### config.mk
export PLATFORM = sky130hd
export DESIGN_NAME = rr_packet_arb
export DESIGN_NICKNAME = d
export VERILOG_FILES = /design/src/rtl/rr_packet_arb.sv
export SDC_FILE = /design/constraint.sdc
export NUM_CORES = 1
export LEC_CHECK = 0
export ABC_AREA = 1
export CAP_MARGIN = 10
export CORE_ASPECT_RATIO = 0.6
export CORE_MARGIN = 2
export CORE_UTILIZATION = 45
export CTS_CLUSTER_DIAMETER = 150
export DETAILED_ROUTE_END_ITERATION = 16
export HOLD_SLACK_MARGIN = 0.08
export PLACE_DENSITY = 0.67
export SKIP_LAST_GASP = 1
export SLEW_MARGIN = 15
export SYNTH_ARGS = -nofsm -noshare
export SYNTH_HDL_FRONTEND = slang
export SYNTH_SLANG_ARGS = --single-unit
### constraint.sdc
create_clock -name clk_i -period 5 [get_ports clk_i]
set_clock_uncertainty 0.05 [all_clocks]
set_input_delay 1 -clock clk_i [delete_from_list [all_inputs] [get_ports clk_i]]
set_output_delay 1 -clock clk_i [all_outputs]
set_load 0.005 [all_outputs]
### src/rtl/rr_packet_arb.sv
// Packet-locked round-robin arbiter: a grant is held until the tail flit is accepted.
// Optional hold timeout with forced release is enabled by defining RR_ARB_TIMEOUT_EN.
module rr_packet_arb #(
    parameter int unsigned IN_N     = 5,
    parameter int unsigned MAX_HOLD = 16
) (
    input  logic                     clk_i,
    input  logic                     rst_i,
    input  logic [IN_N-1:0]          req_i,
    input  logic                     ack_i,
    input  logic                     last_i,
    output logic                     grant_valid_o,
    output logic [IN_N-1:0]          grant_oh_o,
    output logic [$clog2(IN_N)-1:0]  grant_o,
    output logic                     timeout_o
);

    localparam int unsigned GNT_W = $clog2(IN_N);

    localparam logic [0:0] IDLE = 1'b0;
    localparam logic [0:0] BUSY = 1'b1;

    logic [0:0]       state_q, state_d;
    logic [GNT_W-1:0] ptr_q, ptr_d;
    logic [GNT_W-1:0] grant_q, grant_d;
    logic [IN_N-1:0]  grant_oh_q, grant_oh_d;

    logic             force_c;
    logic             release_c;
    logic [GNT_W-1:0] ptr_after_c;
    logic [GNT_W-1:0] base_c;
    logic             pick_vld_c;
    logic [GNT_W-1:0] pick_idx_c;

    // Pointer that a release would install: one past the current grant, wrapping at IN_N.
    assign ptr_after_c = (grant_q == GNT_W'(IN_N - 1)) ? '0 : grant_q + GNT_W'(1);
    assign release_c   = (state_q == BUSY) && ((ack_i && last_i) || force_c);
    assign base_c      = (state_q == BUSY) ? ptr_after_c : ptr_q;

    // Search req_i upward from base_c; iterating downward leaves the nearest hit.
    always_comb begin : arb_search
        int unsigned idx;
        idx        = 0;
        pick_vld_c = 1'b0;
        pick_idx_c = '0;
        for (int i = int'(IN_N) - 1; i >= 0; i--) begin
            idx = 32'(base_c) + 32'(i);
            if (idx >= IN_N) begin
                idx = idx - IN_N;
            end
            if (req_i[idx[GNT_W-1:0]]) begin
                pick_vld_c = 1'b1;
                pick_idx_c = GNT_W'(idx);
            end
        end
    end

    always_ff @(posedge clk_i or posedge rst_i) begin
        if (rst_i) begin
            state_q    <= IDLE;
            ptr_q      <= '0;
            grant_q    <= '0;
            grant_oh_q <= '0;
        end else begin
            state_q    <= state_d;
            ptr_q      <= ptr_d;
            grant_q    <= grant_d;
            grant_oh_q <= grant_oh_d;
        end
    end

    always_comb begin
        state_d    = state_q;
        ptr_d      = ptr_q;
        grant_d    = grant_q;
        grant_oh_d = grant_oh_q;
        case (state_q)
            IDLE: begin
                if (pick_vld_c) begin
                    state_d    = BUSY;
                    grant_d    = pick_idx_c;
                    grant_oh_d = IN_N'(1) << pick_idx_c;
                end
            end
            BUSY: begin
                if (release_c) begin
                    ptr_d = ptr_after_c;
                    if (pick_vld_c) begin
                        grant_d    = pick_idx_c;
                        grant_oh_d = IN_N'(1) << pick_idx_c;
                    end else begin
                        state_d    = IDLE;
                        grant_d    = '0;
                        grant_oh_d = '0;
                    end
                end
            end
            default: begin
                state_d    = IDLE;
                grant_d    = '0;
                grant_oh_d = '0;
            end
        endcase
    end

`ifdef RR_ARB_TIMEOUT_EN
    localparam int unsigned CNT_W = $clog2(MAX_HOLD);

    logic [CNT_W-1:0] hold_cnt_q;
    logic             timeout_q;
    logic             timeout_d;

    // hold_cnt_q holds completed BUSY cycles; release fires in the (MAX_HOLD-1)th one.
    assign force_c   = (hold_cnt_q == CNT_W'(MAX_HOLD - 2));
    assign timeout_d = (state_q == BUSY) && force_c && !(ack_i && last_i);

    always_ff @(posedge clk_i or posedge rst_i) begin
        if (rst_i) begin
            hold_cnt_q <= '0;
            timeout_q  <= 1'b0;
        end else begin
            timeout_q <= timeout_d;
            if ((state_q != BUSY) || release_c) begin
                hold_cnt_q <= '0;
            end else begin
                hold_cnt_q <= hold_cnt_q + CNT_W'(1);
            end
        end
    end

    assign timeout_o = timeout_q;
`else
    assign force_c   = 1'b0;
    assign timeout_o = 1'b0;
`endif

    assign grant_valid_o = (state_q == BUSY);
    assign grant_o       = grant_q;
    assign grant_oh_o    = grant_oh_q;

endmodule

=== After elaboration in Yosys (flattened, before gate mapping) ===
Cells that the tools add are included.

* Reduce and logical (&&, ||, !) cells: 4
* Bitwise operators: 1
* Magnitude comparators: 10
* Muxes and demuxes: 38
* Shift-type cells: 1
* $add $sub $neg: 10
* Eq/ne operators: 3

{| class="wikitable"
|+ Operator list
! cell !! count
|-
| two-way mux 3 bit || 15
|-
| less-than comparator 3 x 4 -> 1 bit, second input constant || 5
|-
| >= comparator 4 x 3 -> 1 bit, second input constant || 4
|-
| binary-select mux 1 bit (select 3 bit) || 5
|-
| two-way mux 5 bit || 3
|-
| subtractor 3 bit, second input constant || 5
|-
| two-way mux 1 bit || 12
|-
| case mux 5 bit (2 select lines) || 1
|-
| adder 3 x 2 -> 4 bit, second input constant || 2
|-
| case mux 3 bit (2 select lines) || 1
|-
| left shift 1 x 3 -> 5 bit, first input constant || 1
|-
| adder 3 x 1 -> 4 bit, second input constant || 1
|-
| adder 3 x 3 -> 4 bit, second input constant || 1
|-
| AND reduction 2 bit || 2
|-
| adder 3 x 1 -> 3 bit, second input constant || 1
|-
| == test 3 bit, second input constant || 1
|-
| >= comparator 3 bit, second input constant || 1
|-
| logical AND 1 bit || 2
|-
| != test 2 x 1 -> 1 bit, second input constant || 1
|-
| != test 2 bit, second input constant || 1
|-
| case mux 1 bit (2 select lines) || 1
|-
| inverter 1 bit || 1
|}

* Register bits: 12
* Logic and storage cells: 71
* Output and inout bits: 10
* Input bits: 9

=== Longest topological paths before layout ===
* Word-level depth: 17
* Mapped depth: 29
* Gate-level depth less buffers: 29

=== Worst setup path after synthesis ===
OpenSTA, ideal clock, no wires.

* Path type: register to register
* From: register grant_q[0] (netlist: grant_o[0])
* To: register grant_q[2] (netlist: grant_o[2])
* Path buffers: 0
* Setup slack: 1,573 ps
* Data arrival time: 3,256 ps
* Library setup time: 121 ps
* Cell stages (with the launch flop): 28
* Data required time: 4,829 ps
* Period minus slack after synthesis: 3,427 ps
* Path through: dfrtp_1 inv_1 ha_1 inv_1 nand2_1 o21ai_2 inv_1 ha_1 inv_1 fa_1 a21oi_1 inv_1 nand2_1 nand2_2 inv_2 nand2_1 nand3_1 nand2_1 nand2_1 nand2_1 nor2_1 nand2_1 nor2_2 nand2_2 a21oi_4 inv_2 nand2_1 o21ai_1

* Longest elaborated chain between the ends: 16
* Elaborated cells between the ends (all ways): 49
* Those cells by class: 10 x add/sub; 5 x order compare; 2 x eq/ne; 31 x mux; 1 x reduce/logical

{| class="wikitable"
|+ Ends and longest elaborated chain
! element !! RTL line !! RTL
|-
| start: declaration || 25 || <nowiki>logic [GNT_W-1:0] grant_q, grant_d;</nowiki>
|-
| start signal: assignment || 67 || <nowiki>grant_q <= grant_d;</nowiki>
|-
| adder 3 x 1 -> 3 bit / == test 3 bit (equally long branches) || 36 || <nowiki>assign ptr_after_c = (grant_q == GNT_W'(IN_N - 1)) ? '0 : grant_q + GNT_W'(1);</nowiki>
|-
| two-way mux 3 bit * || 36 ||
|-
| net ptr_after_c[1] || 30 || <nowiki>logic [GNT_W-1:0] ptr_after_c;</nowiki>
|-
| two-way mux 3 bit * || 38 || <nowiki>assign base_c = (state_q == BUSY) ? ptr_after_c : ptr_q;</nowiki>
|-
| adder 3 x 3 -> 4 bit || 47 || <nowiki>idx = 32'(base_c) + 32'(i);</nowiki>
|-
| >= comparator 4 x 3 -> 1 bit / subtractor 3 bit (equally long branches) || 48, 49 ||
|-
| two-way mux 3 bit || 48 || <nowiki>if (idx >= IN_N) begin</nowiki>
|-
| binary-select mux 1 bit (select 3 bit) || 51 || <nowiki>if (req_i[idx[GNT_W-1:0]]) begin</nowiki>
|-
| two-way mux 1 bit (not written as such) || 51 ||
|-
| two-way mux 3 bit / two-way mux 1 bit (equally long branches) (5 in series) || 51 ||
|-
| two-way mux 3 bit || 88 || <nowiki>if (pick_vld_c) begin</nowiki>
|-
| two-way mux 3 bit || 86 || <nowiki>if (release_c) begin</nowiki>
|-
| case mux 3 bit (2 select lines) || 77 || <nowiki>case (state_q)</nowiki>
|}

The timed path passes the listed nets; every way through them passes the cells marked *. The select of a mux whose other input is x is not followed.
A chain may end at the register's enable or synchronous reset.

=== Worst setup path after layout ===
Same ends and word-level chain as after synthesis.

==> results.py <==
metrics = {
    "status": {
        "outcome": "complete, no violations",
    },
    "drt": {
        "post_drt_wl_per_cell_um": 12.5,
        "drc": 0,
        "drt_first_pass_iters": 5,
        "via_per_inst": 5.10,
        "dr.first_iter.drc_count": 108,
        "postRouteAntennaNets": 0,
        "vias": 1658,
        "wirelength_mm": 4.06,
    },
    "final_layout": {
        "nNetsFinal": 301,
        "fillers": 333,
        "diodes": 0,
        "final_area_um2": 1830,
        "drive_above_1_share_pct": 11.4,
        "final_common_cell": "nand2_1",
        "area_growth_pct": 17.6,
        "final_cell_mix": "nand2_1, nand3_1, inv_1",
    },
    "synthesis": {
        "synth_cell_types": 25,
        "synth_nets": 280,
        "seq_area_frac_synth_pct": 19.3,
        "syn_avg_cell_area_um2": 5.97,
        "synth_area_um2": 1550,
        "synth.area.top_cells": "nand2_1, dfrtp_1, nand3_1",
        "synth_top_area_share_pct": 22.0,
        "synthCells": 260,
        "yosysTopAreaCell": "nand2_1",
        "ys_ff_latch": 12,
        "ys_warn_count": 0,
    },
    "cts": {
        "clk-insertion-delay-late_ns": 0.24,
        "clk_pin_slew_ns": 0.06,
        "clock_sinks": 12,
        "cts_buffer_depth": 2,
        "htreeDepth": 1,
        "hold_buffers": 0,
        "cts_root_buf": "clkbuf_8",
        "post_cts_buffers": 0,
        "cts_buffers": 3,
        "cts_tree": "yes",
        "cts_resized": 0,
    },
    "timing": {
        "fmax_ghz": 0.254,
        "min_period_ns": 3.94,
        "hold_slack_ns": 0.427,
        "rsz0062_at_grt": "no",
        "setup_tns_ns": 0,
        "hold_violations": 0,
        "drv_slew": 0,
        "min_period_over_period_pct": 78.8,
        "setup_viol": 0,
    },
    "setup_path": {
        "crit_start": "grant_o[0]",
        "rr_startpoint": "grant_o[0]",
        "reg2reg_to": "grant_o[2]",
        "required_ns": 5.08,
        "crit_fanout": 10,
        "reg2reg_depth": 25,
        "cp-start-kind": "flip-flop",
        "worstSetupPathType": "flip-flop to flip-flop",
        "reg2reg_slack_ns": 1.06,
        "setup.worst_path.end": "grant_o[2]",
        "end_kind": "flip-flop",
        "arrival_ns": 4.02,
    },
    "hold_path": {
        "hp-class": "flip-flop to flip-flop",
    },
    "global_route": {
        "grt_antenna_before_repair": 0,
        "first_global_vias": 1462,
        "globalRouteOverflowTotal": 0,
        "grt_first_pass_wirelength_mm": 6.97,
        "grt_max_degree": 13,
        "grt_usage_pct": 22.7,
    },
    "floorplanning": {
        "die_area_um2": 3950,
        "ios": 19,
        "rows": 16,
        "dieWidth_um": 79.8,
        "die_height_um": 49.5,
        "core_area_um2": 3280,
        "start_util_pct": 47.3,
    },
    "place": {
        "port_buffers": 17,
        "hpwl_mm": 3.36,
        "post_dp_cell_area_um2": 1770,
        "gp_congestion": 0.883,
    },
    "flow_run": {
        "cap_violations": 0,
    },
}
[Yosys cell counts]
master	n
nand3b_1	1
inv_1	33
nor2_1	11
nand3_1	43
nand2_4	2
inv_2	4
nand2_2	9
nand3_2	5
ha_1	10
nor2_2	2
o211ai_1	1
conb_1	1
dfrtp_1	12
o21ai_2	1
or2_2	2
nand4_1	6
nand2_1	91
a21oi_4	2
o22ai_1	1
o21ai_0	11
fa_1	1
clkinv_2	1
buf_4	1
o21ai_1	5
a21oi_1	4
[cells by family after synthesis]
family,after synthesis,synth area share [%]
flip-flops,12,19.3
adder cells (fa/ha/maj),11,9.35
buffers and inverters,39,9.75
AND/OR/NAND/NOR,172,51.3
other,1,0.242
AO/OA/AOI/OAI,25,9.99
[critical path, stage by stage (launching register included)]
cell     delay (ns)
dfrtp_1        0.40
inv_1          0.10
ha_1           0.28
inv_1          0.05
nand2_1        0.06
o21ai_2        0.13
inv_1          0.26
ha_1           0.20
inv_1          0.05
fa_1           0.43
a21oi_1        0.26
nand2_1        0.08
o21ai_0        0.14
inv_1          0.13
nand3_1        0.10
nand2_1        0.05
nand2_1        0.07
nand2_1        0.10
nor2_1         0.11
nand2_1        0.07
nor2_2         0.11
nand2_2        0.08
a21oi_4        0.29
inv_2          0.07
nand2_1        0.09
o21ai_1        0.06
[per-stage QoR]
| step | std cells | util (%) | worst slack [ns] |
|---|---|---|---|
| floorplan | 260 | - | 1.57 |
| global placement | 321 | 54.0 | 1.27 |
| detailed placement | 321 | 54.0 | 1.11 |
| CTS | 325 | 55.6 | 1.10 |
| global route | 325 | 55.6 | 0.769 |
| finish | 325 | 55.6 | 1.06 |
[how the worst min path moves through the flow]
| stage | startpoint | end | slack (ns) | depth (start not counted) |
|---|---|---|---|---|
| floorplan | grant_oh_o[3] | grant_oh_o[3] | 0.42 | 2 |
| global placement | grant_oh_o[4] | grant_oh_o[4] | 0.42 | 2 |
| detailed placement | grant_oh_o[4] | grant_oh_o[4] | 0.42 | 2 |
| CTS | grant_oh_o[4] | grant_oh_o[4] | 0.43 | 2 |
| global route | grant_oh_o[0] | grant_oh_o[0] | 0.48 | 2 |
| finish | grant_oh_o[0] | grant_oh_o[0] | 0.43 | 2 |
[registers in the layout, summed over array words and instances (netlist names)]
register       cells
grant_o            3
grant_oh_o         5
grant_valid_o      1
ptr_q              3
[layer usage]
metal,vias up,global-route usage (%),share of wire [%]
met5,-,0,0
met4,0,3.39,0.17
met3,2,6.78,7.0
met2,47,28.2,35
met1,731,37.7,58
li1,878,-,-
[area by class of cell]
type	instances	area, um^2	area share [%]
Tap cell	45	56.3	3.08
Inverter	38	144	7.88
Timing Repair Buffer	17	170	9.32
Clock buffer	4	55.1	3.01
Multi-Input combinational cell	209	1100	60.3
Sequential cell	12	300	16.4
Power is not shown: default switching activity piles up to over one toggle a cycle in this logic, so the estimate is an artifact.
